--- config.mk ---
export PLATFORM = sky130hd
export DESIGN_NAME = pixel_upsampler
export DESIGN_NICKNAME = d
export VERILOG_FILES = /design/src/rtl/pixel_upsampler.sv
export SDC_FILE = /design/constraint.sdc
export NUM_CORES = 1
export LEC_CHECK = 0
export ABC_AREA = 0
export CAP_MARGIN = 10
export CORE_MARGIN = 5
export CORE_UTILIZATION = 48
export DETAILED_ROUTE_END_ITERATION = 8
export PLACE_DENSITY = 0.8
export SLEW_MARGIN = 20
export SYNTH_ARGS = -nofsm -noshare
export SYNTH_HDL_FRONTEND = slang
export SYNTH_SLANG_ARGS = --single-unit
--- constraint.sdc ---
create_clock -name clk -period 1.89 [get_ports clk]
set_input_delay 0.189 -clock clk [delete_from_list [all_inputs] [get_ports clk]]
set_output_delay 0.189 -clock clk [all_outputs]
set_load 0.1 [all_outputs]
--- src/rtl/pixel_upsampler.sv ---
// Reader-side pixel upsampler: expands packed RRRBBBGG pixels from frame
// memory to RGB565 by bit replication and tags each pixel with its raster
// position. A two-entry output stage (output register + skid register)
// keeps in_ready registered so it never depends combinationally on out_ready.
module pixel_upsampler #(
  parameter int WIDTH  = 640,
  parameter int HEIGHT = 480,
  parameter int XW     = 10,
  parameter int YW     = 9
) (
  input  logic          clk,
  input  logic          rst_n,
  input  logic          frame_restart,
  input  logic          in_valid,
  output logic          in_ready,
  input  logic [7:0]    in_pixel,
  output logic          out_valid,
  input  logic          out_ready,
  output logic [15:0]   out_pixel,
  output logic          out_sol,
  output logic          out_eol,
  output logic          out_sof,
  output logic          out_eof,
  output logic [XW-1:0] x_pos,
  output logic [YW-1:0] y_pos
);

  // Replicate the high bits of each narrow channel into the vacated low bits
  // so that all-zeros and all-ones channels map to full black and full white.
  function automatic logic [15:0] expand(input logic [7:0] p);
    logic [2:0] r;
    logic [2:0] b;
    logic [1:0] g;
    r = p[7:5];
    b = p[4:2];
    g = p[1:0];
    return {r, r[2:1], g, g, g, b, b[2:1]};
  endfunction

  logic        skid_valid;
  logic        skid_next;
  logic [15:0] skid_pixel;
  logic [15:0] new_pixel;
  logic        in_fire;
  logic        out_fire;
  logic        load_out;
  logic        last_x;
  logic        last_y;

  assign new_pixel = expand(in_pixel);
  assign in_fire   = in_valid & in_ready;
  assign out_fire  = out_valid & out_ready;
  // The output register may take new data when empty or being drained.
  assign load_out  = out_fire | ~out_valid;
  assign last_x    = (x_pos == XW'(WIDTH - 1));
  assign last_y    = (y_pos == YW'(HEIGHT - 1));

  // Next occupancy of the skid register, used to register in_ready.
  always_comb begin
    skid_next = skid_valid;
    if (load_out) begin
      if (skid_valid && !in_fire) begin
        skid_next = 1'b0;
      end
    end else if (in_fire) begin
      skid_next = 1'b1;
    end
  end

  // Output/skid data path: skid always drains first so ordering stays FIFO.
  always_ff @(posedge clk or negedge rst_n) begin
    if (!rst_n) begin
      out_valid  <= 1'b0;
      out_pixel  <= 16'h0000;
      skid_valid <= 1'b0;
      skid_pixel <= 16'h0000;
      in_ready   <= 1'b0;
    end else begin
      if (load_out) begin
        if (skid_valid) begin
          out_pixel <= skid_pixel;
          out_valid <= 1'b1;
          if (in_fire) begin
            skid_pixel <= new_pixel;
          end
        end else if (in_fire) begin
          out_pixel <= new_pixel;
          out_valid <= 1'b1;
        end else begin
          out_valid <= 1'b0;
        end
      end else if (in_fire) begin
        skid_pixel <= new_pixel;
      end
      skid_valid <= skid_next;
      in_ready   <= ~skid_next;
    end
  end

  // Raster position of the presented pixel; restart wins over advancing.
  always_ff @(posedge clk or negedge rst_n) begin
    if (!rst_n) begin
      x_pos <= '0;
      y_pos <= '0;
    end else if (frame_restart) begin
      x_pos <= '0;
      y_pos <= '0;
    end else if (out_fire) begin
      if (last_x) begin
        x_pos <= '0;
        if (last_y) begin
          y_pos <= '0;
        end else begin
          y_pos <= y_pos + YW'(1);
        end
      end else begin
        x_pos <= x_pos + XW'(1);
      end
    end
  end

  assign out_sol = out_valid & (x_pos == '0);
  assign out_eol = out_valid & last_x;
  assign out_sof = out_valid & (x_pos == '0) & (y_pos == '0);
  assign out_eof = out_valid & last_x & last_y;

endmodule

Yosys cells after proc, flatten, opt, wreduce, memory -nomap -nowiden

Cells that the tools add are included.

Output and inout port bits: 41
Bits of input ports: 13
Register bits: 54
Word-level logic and storage cells: 47

Mux-type cells: 17
Eq/ne operators: 3
Reduce and logical (&&, ||, !) cells: 9
Bitwise operators: 9
Add/sub/neg operators: 2

Operators with widths:

| kind                    | number |
|---|---|
| $mux W16                | 5 |
| $mux W9                 | 4 |
| $mux W10                | 3 |
| $add A10 B1 Y10 const B | 1 |
| $eq A10 B10 Y1 const B  | 1 |
| $logic_not A10 Y1       | 1 |
| $add A9 B1 Y9 const B   | 1 |
| $eq A9 B9 Y1 const B    | 1 |
| $logic_not A9 Y1        | 1 |
| $and A1 B1 Y1           | 6 |
| $reduce_bool A2 Y1      | 3 |
| $mux W1                 | 5 |
| $reduce_and A2 Y1       | 2 |
| $ne A2 B2 Y1 const B    | 1 |
| $not A1 Y1              | 2 |
| $logic_and A1 B1 Y1     | 1 |
| $logic_not A1 Y1        | 1 |
| $or A1 B1 Y1            | 1 |

Logic depth before layout (Yosys ltp)

Gate-level depths: netlist of the first run.

Depth after elaboration: 6
Mapped depth: 7
Mapped depth without buffers: 5

Least setup slack after synthesis of the first run

OpenSTA, ideal clock, no wires.

Kind: reg-to-output
From: register x_pos[5]
To: output port out_sof
Slack: -3858 ps
Cell stages (with the launch flop): 4
Data arrival time: 5559 ps
Data required time: 1701 ps
Buffers on the path: 0
Cells stage by stage: dfrtp_1 or4_2 nor4_1 and3_1

Longest elaborated chain between the ends: 3

Ends and longest elaborated chain:

| element                | line | text |
|---|---|---|
| from (decl)            | 24   | `output logic [XW-1:0] x_pos,` |
| from (signal assigned) | 117  | `x_pos <= x_pos + XW'(1);` |
| $logic_not A10 Y1      | n/a  |  |
| $and A1 B1 Y1          | n/a  |  |
| net out_sol            | 20   | `output logic out_sol,` |
| $and A1 B1 Y1          | 124  | `assign out_sof = out_valid & (x_pos == '0) & (y_pos == '0);` |
| to (decl)              | 22   | `output logic out_sof,` |

The timed path passes the listed nets, and every way through them passes these cells.

Worst setup path in the final report of the first run

From: register x_pos[6]
To: output port out_sof

Longest elaborated chain between the ends: 3

Ends and longest elaborated chain:

| element                     | line |
|---|---|
| $logic_not A10 Y1           | 124 |
| $and A1 B1 Y1 (2 in series) | 124 |

No other way between the ends.

==> results of run 1 <==
-- area by class of cell --
| cell class | count | area (sq um) |
|---|---|---|
| timing repair buffer | 77 | 663 |
| inverter | 7 | 26.3 |
| fill | 292 | 1210 |
| tap | 50 | 62.6 |
| multi-input combinational | 137 | 971 |
| clock buffer | 8 | 90.1 |
| sequential | 38 | 973 |
-- per-layer routing --
| metal | track usage | vias up |
|---|---|---|
| met5 | 0 | - |
| met2 | 0.315 | 85 |
| met4 | 0.0724 | 0 |
| li1 | - | 835 |
| met1 | 0.236 | 832 |
| met3 | 0.0581 | 18 |
-- placed cells by master (no fill, tap or decap), drive strengths merged --
master / netlist / layout
nand3: 12 / 12
ha: 4 / 4
o211ai: 1 / 1
nand2b: 2 / 2
buf: 12 / 65
clkbuf: 3 / 8
nor3: 6 / 6
clkdlybuf4s50: 0 / 11
xnor2: 5 / 5
and4: 4 / 4
nor2b: 1 / 1
mux2i: 9 / 9
inv: 7 / 7
nor2: 16 / 16
and3: 6 / 6
and4b: 1 / 1
dfrtp: 38 / 38
mux2: 8 / 8
nand2: 11 / 11
or4: 3 / 3
nand3b: 1 / 1
or3: 4 / 4
nand4b: 1 / 1
or4b: 1 / 1
and4bb: 1 / 1
nor4b: 1 / 1
o21ai: 7 / 7
dlygate4sd3: 0 / 1
a21oi: 21 / 21
and2: 2 / 2
nor4: 3 / 3
xor2: 2 / 2
nand4: 2 / 2
a2bb2oi: 1 / 1
a211o: 1 / 1
-- metrics by stage --
stage / hold WS (ns) / total power (W) / area [sq um] / cells
floorplan: -0.107 / 0.00344 / 2030 / 197
global placement: 0.272 / 0.00397 / 2610 / 303
detailed placement: 0.270 / 0.00402 / 2610 / 303
CTS: 0.489 / 0.00460 / 2740 / 316
global route: 0.529 / 0.00478 / 2790 / 317
finish: 0.487 / 0.00458 / 2790 / 317
-- worst paths after layout --
kind	startpoint	end	slack, ns	depth (start not counted)
setup / recovery	x_pos[6]	out_sof	-0.31	4
hold / removal	rst_n	x_pos[6]	0.49	3
setup reg to reg	x_pos[6]	y_pos[4]	-0.04	8
hold reg to reg	skid_pixel[14]	skid_pixel[14]	0.51	1
max in group asynchronous	rst_n	x_pos[2]	1.03	3
min in group clk	skid_pixel[14]	skid_pixel[14]	0.51	1
-- repair_timing --
action | 4_1_cts | 5_1_grt
endpoints found under the hold margin | 38 | 0
gates resized for setup | 2 | 9
endpoints found under the setup margin | 4 | 16
pin swaps | 2 | 1
hold buffers | 1 | 0
setup buffers | 4 | 1
-- cell usage after synthesis, types with 3 or more instances --
| master | count |
|---|---|
| dfrtp_1 | 38 |
| buf_4 | 9 |
| nor4_1 | 3 |
| xnor2_1 | 5 |
| nand3_1 | 11 |
| nor2_1 | 16 |
| mux2_2 | 8 |
| clkbuf_1 | 3 |
| nor3_1 | 6 |
| inv_1 | 7 |
| or3_1 | 4 |
| o21ai_0 | 7 |
| ha_1 | 4 |
| a21oi_1 | 20 |
| mux2i_1 | 9 |
| nand2_1 | 11 |
| and4_1 | 4 |
| and3_1 | 5 |
-- state kept, by name (all words and copies together) (netlist names) --
register	count
in_ready	1
out_pixel	8
out_valid	1
skid_pixel	8
skid_valid	1
x_pos	10
y_pos	9
-- kinds of logic (layout without fill, tap and decap cells) --
| logic type | after synthesis | in the layout |
|---|---|---|
| and+or+nand+nor | 78 | 78 |
| DFF | 38 | 38 |
| AOI/OAI and AO/OA | 31 | 31 |
| buffers and inverters | 22 | 92 |
| muxes | 17 | 17 |
| xor gates and xnor gates | 7 | 7 |
| adders and majority gates | 4 | 4 |
-- power by group through the flow --
stage,Sequential (W),Combinational (W),Clock (W)
after CTS,0.00121,0.00280,0.000587
after floorplan,0.00200,0.00144,0
after global placement,0.00122,0.00276,0
after detailed placement,0.00122,0.00280,0
after global routing,0.00125,0.00290,0.000625
final,0.00121,0.00280,0.000573
-- critical path: stages (launching register included) --
cell	delay (ns)
dfrtp_4	0.47
or4_4	0.55
nor4_4	0.28
and3_4	0.24
buf_12	0.17
==> impl_summary.md, run 1 <==
Detailed routing
The residual antenna-violating net count after detailed routing is 0. The initial DRC count is 164. The detailed router used layers up to and including met4. The met1 wire length is 1960 microns. The routed layout has 1770 vias. Detailed routing placed a total of 449 microns of wire on met3. The met2 layer wire length in the routed design is 2350 microns.

In the routed design, unresolved DRC markers number 0. The average via count per standard cell is 5.58. The final layout contains routed wiring with a total length of 4880 microns.

After detailed routing, the average wire length per cell comes to 15.4 microns. For this run, the detailed router's first-pass iteration total came to 4.

Final layout
0 antenna diodes ended up in the layout. The share of the core filled with cells in the final layout is 0.697. The share of post-route cells with drive strength above 1 is 0.412. The final layout contains 283 nets. The area growth from synthesis to final layout is 40.9%.

Yosys
Of the synthesized area, sequential elements account for 0.481. Of the total synthesized cell area, the portion taken by AND, OR, NAND and NOR gates is 0.224. Of all flip-flops after synthesis, the portion carrying an async set or reset was 1.00. Of the total synthesized cell area, the portion taken by XOR and XNOR cells is 0.0310.

The mean instance size in the synthesized netlist is 10.0 sq um. The area fraction in compound gates after synthesis is 0.0879. The cell type with the largest total area after synthesis is dfrtp_1.

The mapped cell area is 1980 sq um. The cell count after synthesis came out at 197. In the post-synthesis netlist, the biggest area contributors are dfrtp_1 48%, a21oi_1 5.1%, mux2i_1 4.6%, mux2_2 4.6%, buf_4 3.4%. The flip-flop and latch count after synthesis is 38.

The main flop type after synthesis is dfrtp_1. The share of synthesized area in the top cell type comes to 0.481. Counting every net in the synthesized netlist gives 214. For this run, the number of Yosys warnings is 0. The count of cell types in the netlist is 40. The dominant combinational cell family by area after synthesis is simple AND/OR/NAND/NOR gates. Of the total synthesized cell area, the portion taken by full adders, half adders and majority gates is 0.0253. The number of flops mapped to enable cells by yosys is 0. After synthesis, the share of cell area in mux cells is 0.0911.

Clocking
The number of buffers on the longest clock path is 2. The number of clock buffers added by TritonCTS is 5. Clock-pin slew was measured on the worst setup and hold paths at 0.08 ns. The clock network latency to the later pin of the worst-skew pair is 0.29 ns. The cell sitting at the root of the clock tree is a clkbuf_8. The CTS sink count is 38. The H-tree was split into 2 levels. The TritonCTS clock tree is built.

Placement
The half-perimeter wire length of the detailed placement result is 3390 microns. The number of I/O port buffers is 53. The placer's final routability congestion estimate is 0.842.

OpenSTA, run right after detailed placement, puts the worst setup slack at -0.0243 ns.

Power
The clock power share is 0.125. The power per cell area is 1640 nW/um^2. The total net switching power is 0.00255 W. Of the total power, registers draw 0.264. Internal power comes to 0.00203 W. The worst-case vdd ir drop is 1.47 mV. The analysis attributes to cell leakage a power of 1.22 nW.

The share of total power dissipated in combinational logic is 0.611. The switching share of power is 0.557.

STA
Setup repair after global routing could not meet its margin everywhere. The final-report max-slew violation count came to 0. In the final timing run, aggregate negative setup slack is -0.791 ns. For the pin with the worst max-slew slack, the measured transition is 0.621 ns.

The final period utilization is 1.17. The total of endpoints with negative setup slack in the final report is 6. The clock tree skew after final layout is 0.00784 ns.

The timing-limited maximum frequency is 0.454 GHz. The time the worst path needs with I/O delays and setup is 2.20 ns. After layout, the worst setup slack is -0.314 ns.

The hold violation total from the final report is 0. The worst-case headroom to the max-slew limit is 0.586.

Worst setup path
STA puts the critical path data required time at 1.70 ns. The element type at the critical path end is an output port. The data arrival time of the critical path is 2.01 ns. The kind of start point of the critical path is a register. The critical path start-end classification is register to output port.

In this run the worst path has a maximum fanout of 2.

Run
The count of max-cap constraint violations is 0.

Global route
The aggregate global routing overflow is 0. The combined global-route utilization of all metal layers is 0.191. The number of global-route vias before repair is 1752. Entering global routing, the biggest net connects 39 pins. The number of antenna violations at the first check in global routing is 0. The first global-routing pass estimated 8070 microns of wire.

Die
The I/O pin count is 54. The die covers 5500 sq um. For this configuration, the core starts out at a cell density of 0.495.

The standard cell core area is 4000 sq um. The number of placement rows is 23. The die width is 74.2 microns. The die height is 74.2 microns.

Status
The run finished, with violations left. The checks that failed: setup timing.

Min path
In this run the worst hold path is classified as primary input to asynchronous set/reset pin.
Note: power is estimated with default switching activity, not from simulation.
==> run 2: changes to the inputs <==
- CTS_BUF_LIST: not set -> sky130_fd_sc_hd__clkbuf_16
- SLEW_MARGIN: 20 -> not set
==> run 2 against run 1 <==
Against the previous run:
- the run still ends with setup timing left
- hold slack better by 0.016 ns
- first-iteration DRC count down 6.7%
- sequential share of layout area shrank 0.59 points
- register-to-register slack about the same
- cell area grew 1.7%
- via count down 1.0%
- die area unchanged
- utilization increased by 1.2 points
- critical endpoint unchanged
- largest cell class unchanged
- highest routed layer unchanged
==> impl_summary.md, run 2 (same netlist as run 1, synthesis figures left out) <==
STA
The timing-limited maximum frequency is 0.459 GHz (was 0.454 GHz). The final-report max-slew violation count is 0 (unchanged). The worst-case headroom to the max-slew limit is 0.591 (was 0.586).

The final setup TNS is -0.707 ns (was -0.791 ns). The hold violation total from the final report is 0 (unchanged). The final period utilization is 1.15 (was 1.17). The total of endpoints with negative setup slack in the final report is 7 (was 6).

The final worst-path setup slack is -0.288 ns (was -0.314 ns). Setup repair after global routing missed its margin: true (unchanged). The time the worst path needs with I/O delays and setup is 2.18 ns (was 2.20 ns). The actual slew at the worst max-slew pin is 0.613 ns (was 0.621 ns).

The clock tree skew after final layout was 0.00394 ns (was 0.00784 ns).

Final layout
The area of all placed cells without fillers was 2830 sq um (was 2790 sq um). The number of diodes is 0 (unchanged). The most common cell after layout, fill and taps aside is buf_4 (unchanged). Top library cells by usage in the layout, fill and taps aside: 58 x buf_4, 26 x dfrtp_1, 16 x a21oi_1, 15 x nor2_1 (unchanged). Registers with the highest flip-flop counts: x_pos x10, y_pos x9 (unchanged). The number of non-filler instances in the completed layout is 317 (unchanged).

The register with the highest flop count is x_pos (unchanged). The area growth from synthesis to final layout was 43.3% (was 40.9%). The number of inserted filler cells in the final layout is 285 (was 292).

The share of post-route cells with drive strength above 1 came to 0.412 (unchanged). The number of flip-flops under the largest register name is 10 (unchanged). The total number of nets in the final design came to 283 (unchanged).

Status
Violations in the final reports: setup timing (unchanged). Run status: finished, violations left (unchanged).

Placement
The cell area reported after detailed placement was 2610 sq um (unchanged). The number of I/O port buffers is 53 (unchanged). The placer's final routability congestion estimate is 0.842 (unchanged). The half-perimeter wire length of the detailed placement result came to 3390 microns (unchanged). The cell count after placement was 303 (unchanged).

Clocking
The number of buffers on the longest clock path is 2 (unchanged). The maximum level of the CTS H-tree is 2 (unchanged). The clock tree root buffer cell was clkbuf_16 (was clkbuf_8). The CTS sink count was 38 (unchanged). The TritonCTS clock tree is built (unchanged). The number of buffers created by CTS is 5 (unchanged).

The clock network latency to the later pin of the worst-skew pair is 0.28 ns (was 0.29 ns). The clock-pin slew on the worst setup and hold paths came to 0.05 ns (was 0.08 ns).

Worst setup path
The element type at the critical path end is an output port (unchanged). Sequence of cells on the critical path: or4_4 > nor4_4 > and3_4 > buf_12 (unchanged). The worst setup path startpoint was x_pos[6] (unchanged). The cell type of the slowest stage on the worst timing path was or4_4 (unchanged). The data arrival time of the critical path is 1.99 ns (was 2.01 ns). The delay of the slowest cell on the worst path was 0.55 ns (about the same). The data required time at the worst endpoint is 1.70 ns (about the same). The critical path start-end classification is register to output port (unchanged). The maximum net fanout on the critical path came to 2 (unchanged).

The startpoint of the worst-slack reg-to-reg timing path is x_pos[6] (unchanged). The kind of start point of the critical path is a register (unchanged).

Power
The static leakage is 1.25 nW (was 1.22 nW). The worst-case vdd ir drop is 1.49 mV (was 1.47 mV). The power per cell area was 1690 nW/um^2 (was 1640 nW/um^2).

Detailed routing
The detailed-route wire length per cell is 15.9 microns (was 15.4 microns). The initial DRC count is 153 (was 164). The post-detailed-routing wire length came to 5040 microns (was 4880 microns). The post-route DRC violation count is 0 (unchanged).

The via total after detailed routing is 1752 (was 1770). The count of TritonRoute iterations in the first routing pass came to 4 (unchanged). The average via count per standard cell came to 5.53 (was 5.58). The residual antenna-violating net count after detailed routing is 0 (unchanged).

Die
The die height is 74.2 microns (unchanged). The die width came to 74.2 microns (unchanged). The area of the die is 5500 sq um (unchanged).

The effective utilization at floorplan is 0.495 (unchanged). The standard cell core area came to 4000 sq um (unchanged). The I/O pin count is 54 (unchanged). The number of placement rows is 23 (unchanged).

Global route
The aggregate global routing overflow was 0 (unchanged). The number of global-route vias before repair is 1808 (was 1752). The global-route wire length before repair was 8260 microns (was 8070 microns).

The combined global-route utilization of all metal layers was 0.195 (was 0.191). The number of antenna violations at the first check in global routing is 0 (unchanged). The maximum number of pins on one net before global-route repair is 39 (unchanged).

Min path
The worst hold path class is register to register (was primary input to asynchronous set/reset pin). The beginning of the worst hold path is skid_pixel[14].

Run
The count of max-cap constraint violations is 0 (unchanged).
-- run 2: cell types whose count changed in the layout (fill, tap and decap cells not counted), sizes merged --
cell,previous run,this run
clkbuf,8,5
clkinv,0,1
inv,7,9
-- run 2: layout make-up --
class,instances,area [sq um],share of cell area
Multi-Input combinational cell,137,972,0.343
Sequential cell,38,973,0.343
Tap cell,50,62.6,0.0221
Timing Repair Buffer,77,663,0.234
Clock buffer,5,125,0.0442
Inverter,7,26.3,0.00927
Clock inverter,3,11.3,0.00397
-- run 2: worst max-delay path, delay by kind of cell (launching register included) --
kind          cells  cell delay, ns
simple gates      3            1.07
flops             1            0.47
buf+inv           1            0.17
-- run 2: per-layer routing --
layer  GRT usage  share of wire  vias up
li1            -              -      832
met1       0.242           0.40      822
met2       0.322           0.50       85
met3      0.0581          0.085       13
met4      0.0744          0.019        0
met5           0              0        -
-- run 2: metrics by stage --
stage	hold WS [ns]	util	setup WS, ns	power, W
3_5_place_dp	0.270	0.652	-0.0243	0.00402
3_3_place_gp	0.272	0.652	0.0298	0.00397
2_1_floorplan	-0.107	-	-1.13	0.00344
5_1_grt	0.525	0.708	-0.367	0.00499
6_report	0.503	0.708	-0.288	0.00479
4_1_cts	0.505	0.697	-0.322	0.00481
-- run 2: final timing paths --
check                      cells after the start              to  slack (ns)
min in group asynchronous                      3        x_pos[7]        0.51
min                                            1  skid_pixel[14]        0.50
max                                            4         out_sof       -0.29
max reg2reg                                    8        y_pos[4]       -0.04
max in group asynchronous                      3        x_pos[2]        1.02
min reg2reg                                    1  skid_pixel[14]        0.50
-- run 2: power by group --
group	leakage, nW	internal (W)	switching (W)
clock	0.0738	0.000474	0.000300
sequential	0.460	0.00103	0.000183
combinational	0.716	0.000704	0.00209
-- run 2: repair_timing --
| action | CTS | global route |
|---|---|---|
| endpoints found under the hold margin | 38 | 0 |
| buffers inserted | 4 | 1 |
| pin swaps | 2 | 2 |
| gates resized for setup | 2 | 10 |
| setup endpoints to repair | 4 | 18 |
| hold buffers | 1 | 0 |
==> RTL change (settings of run 1) <==
Reset style: synchronous (`rst_n`), changed in 2 clocked blocks.
--- a/src/rtl/pixel_upsampler.sv
+++ b/src/rtl/pixel_upsampler.sv
@@ -68,7 +68,7 @@
   end
 
   // Output/skid data path: skid always drains first so ordering stays FIFO.
-  always_ff @(posedge clk or negedge rst_n) begin
+  always_ff @(posedge clk) begin
     if (!rst_n) begin
       out_valid  <= 1'b0;
       out_pixel  <= 16'h0000;
@@ -98,7 +98,7 @@
   end
 
   // Raster position of the presented pixel; restart wins over advancing.
-  always_ff @(posedge clk or negedge rst_n) begin
+  always_ff @(posedge clk) begin
     if (!rst_n) begin
       x_pos <= '0;
       y_pos <= '0;
Function: differs if rst_n is asserted again (counterexample within 4 cycles, from zero or initial values and one cycle with rst_n low); with rst_n held inactive, the same outputs for 10 cycles.
==> RTL change against run 1 <==
The run still ends with setup timing left. Critical path type unchanged. Setup slack improved by 270 ps. Cell area fell by 4.8%. Sequential cell count is the same. Critical path depth did not move. Die area shrank 3.7%. Synthesized area decreased by 4.3%. Wire length down 7.9%. Via count decreased by 4.1%. Largest cell class is now multi-input gates. Worst hold slack better by 19 ps.
Power is not compared: it rests on default switching activity, and its combinational part moved more than twofold at a synthesized area within 25%.
==> RTL change: results (changes against run 1) <==
Pwr
  – Clk. pwr: 627 uW

Run status
  – Violated checks: setup timing
  – Status: finished with violations

Critical path
  – RR Startpoint: x_pos[0]$_SDFFE_PP0N_
  – Reg-to-reg slack, setup: 200 ps (+240 ps)
  – CP Launch Point: x_pos[4]$_SDFFE_PP0N_
  – Reg2reg end: y_pos[3]$_SDFFE_PP0P_
  – Reg2reg path depth: 5 (-3)
  – Worst path arrival time: 1750 ps (-260 ps)

Min path
  – HP Class: reg -> reg

Detailed routing
  – Wire per inst: 14.10 um (-8.5%)
  – Met1 WL: 1.914 mm (-2.2%)
  – WL met2: 2.197 mm (-6.6%)
  – Drt first-iter violations: 130 (-21%)

Layout
  – Fillers: 318 (+8.9%)
  – Share of layout cells above drive strength 1: 36.53% (-4.7 points)
  – Sequential cell count: 38 (unchanged)
  – Clock-cell share: 3.819% (+0.59 points)
  – Bufs w/o clock: 70 (-9.1%)
  – Final non-clock buffer share: 22.82% (-0.98 points)
  – Sequential share of cell area: 30.55% (-4.4 points)
  – Non-Filler Instances: 319 (+0.63%)
  – Final nets: 287 (+1.4%)
  – Area of the multi-input gates: 1046 um2 (+7.7%)

Placement
  – Routability Congestion: 0.8134 (-3.4%)
  – DP Wirelength: 3.297 mm (-2.8%)
  – Pre-CTS setup slack: 98.50 ps (+122.8 ps)
  – Placed Instances: 307 (+1.3%)

Synth
  – Async SR Flop Fraction: 0% (-100 points)
  – Yosys cell types: 39 (-2.5%)
  – Cells after Synth: 210 (+6.6%)
  – Top post-synthesis cells by count: 38 x dfxtp_1, 25 x nand2_1, 16 x mux2i_1
  – Adder-cell share of the synthesized area: 2.644% (+0.11 points)
  – Post-synthesis net count: 227 (+6.1%)
  – Synth Area in Compound Gates: 9.914% (+1.1 points)
  – Top post-synthesis cells by area: dfxtp_1 40%, mux2i_1 8.5%, nand2_1 5.0%
  – Mux contribution to synthesized area: 8.460% (-0.65 points)
  – Post-synth top flop: dfxtp_1
  – Xor-xnor portion of the synthesized cell area: 4.627% (+1.5 points)

Global routing
  – Met3 usage: 6.612% (+0.80 points)
  – M2 GR Usage: 30.86% (-0.63 points)
  – Global-route wire length before repair: 7.479 mm (-7.3%)
  – Total Routing Usage GR: 18.12% (-0.99 points)
  – Vias in the first global route: 1635 (-6.7%)
  – M1 GR Usage: 20.22% (-3.4 points)

CTS
  – Post-CTS sizing: 6 (+4)
  – # Post-CTS Setup Buffers: 2 (-2)

Floorplanning
  – Die width: 72.80 um (-1.9%)

Timing
  – Final number of setup-violating endpoints: 1 (-5)
  – Setup slack after layout: -46.48 ps (+267.2 ps)
  – TNS Setup: -46.48 ps (+744.8 ps)
  – Worst slew margin relative to its limit: 78.27% (+20 points)
RTL change: cell count changes in the layout (fill, tap and decap cells not counted), sizes merged, moves of 8 or more:
| cell | change |
|---|---|
| dfrtp | -38 |
| mux2 | -8 |
| nor2b | +8 |
| a21oi | -13 |
| dfxtp | +38 |
| o211a | +8 |
| nand2 | +14 |
RTL change: worst min path at each step:
stage	start	endpoint
after floorplan	in_pixel[1]	skid_pixel[10]$_SDFFE_PN0P_
after global placement	out_pixel[2]$_SDFFE_PN0P_	out_pixel[2]$_SDFFE_PN0P_
after detailed placement	y_pos[6]$_SDFFE_PP0P_	y_pos[6]$_SDFFE_PP0P_
after CTS	y_pos[6]$_SDFFE_PP0P_	y_pos[6]$_SDFFE_PP0P_
after global routing	y_pos[7]$_SDFFE_PP0P_	y_pos[7]$_SDFFE_PP0P_
final	y_pos[6]$_SDFFE_PP0P_	y_pos[6]$_SDFFE_PP0P_
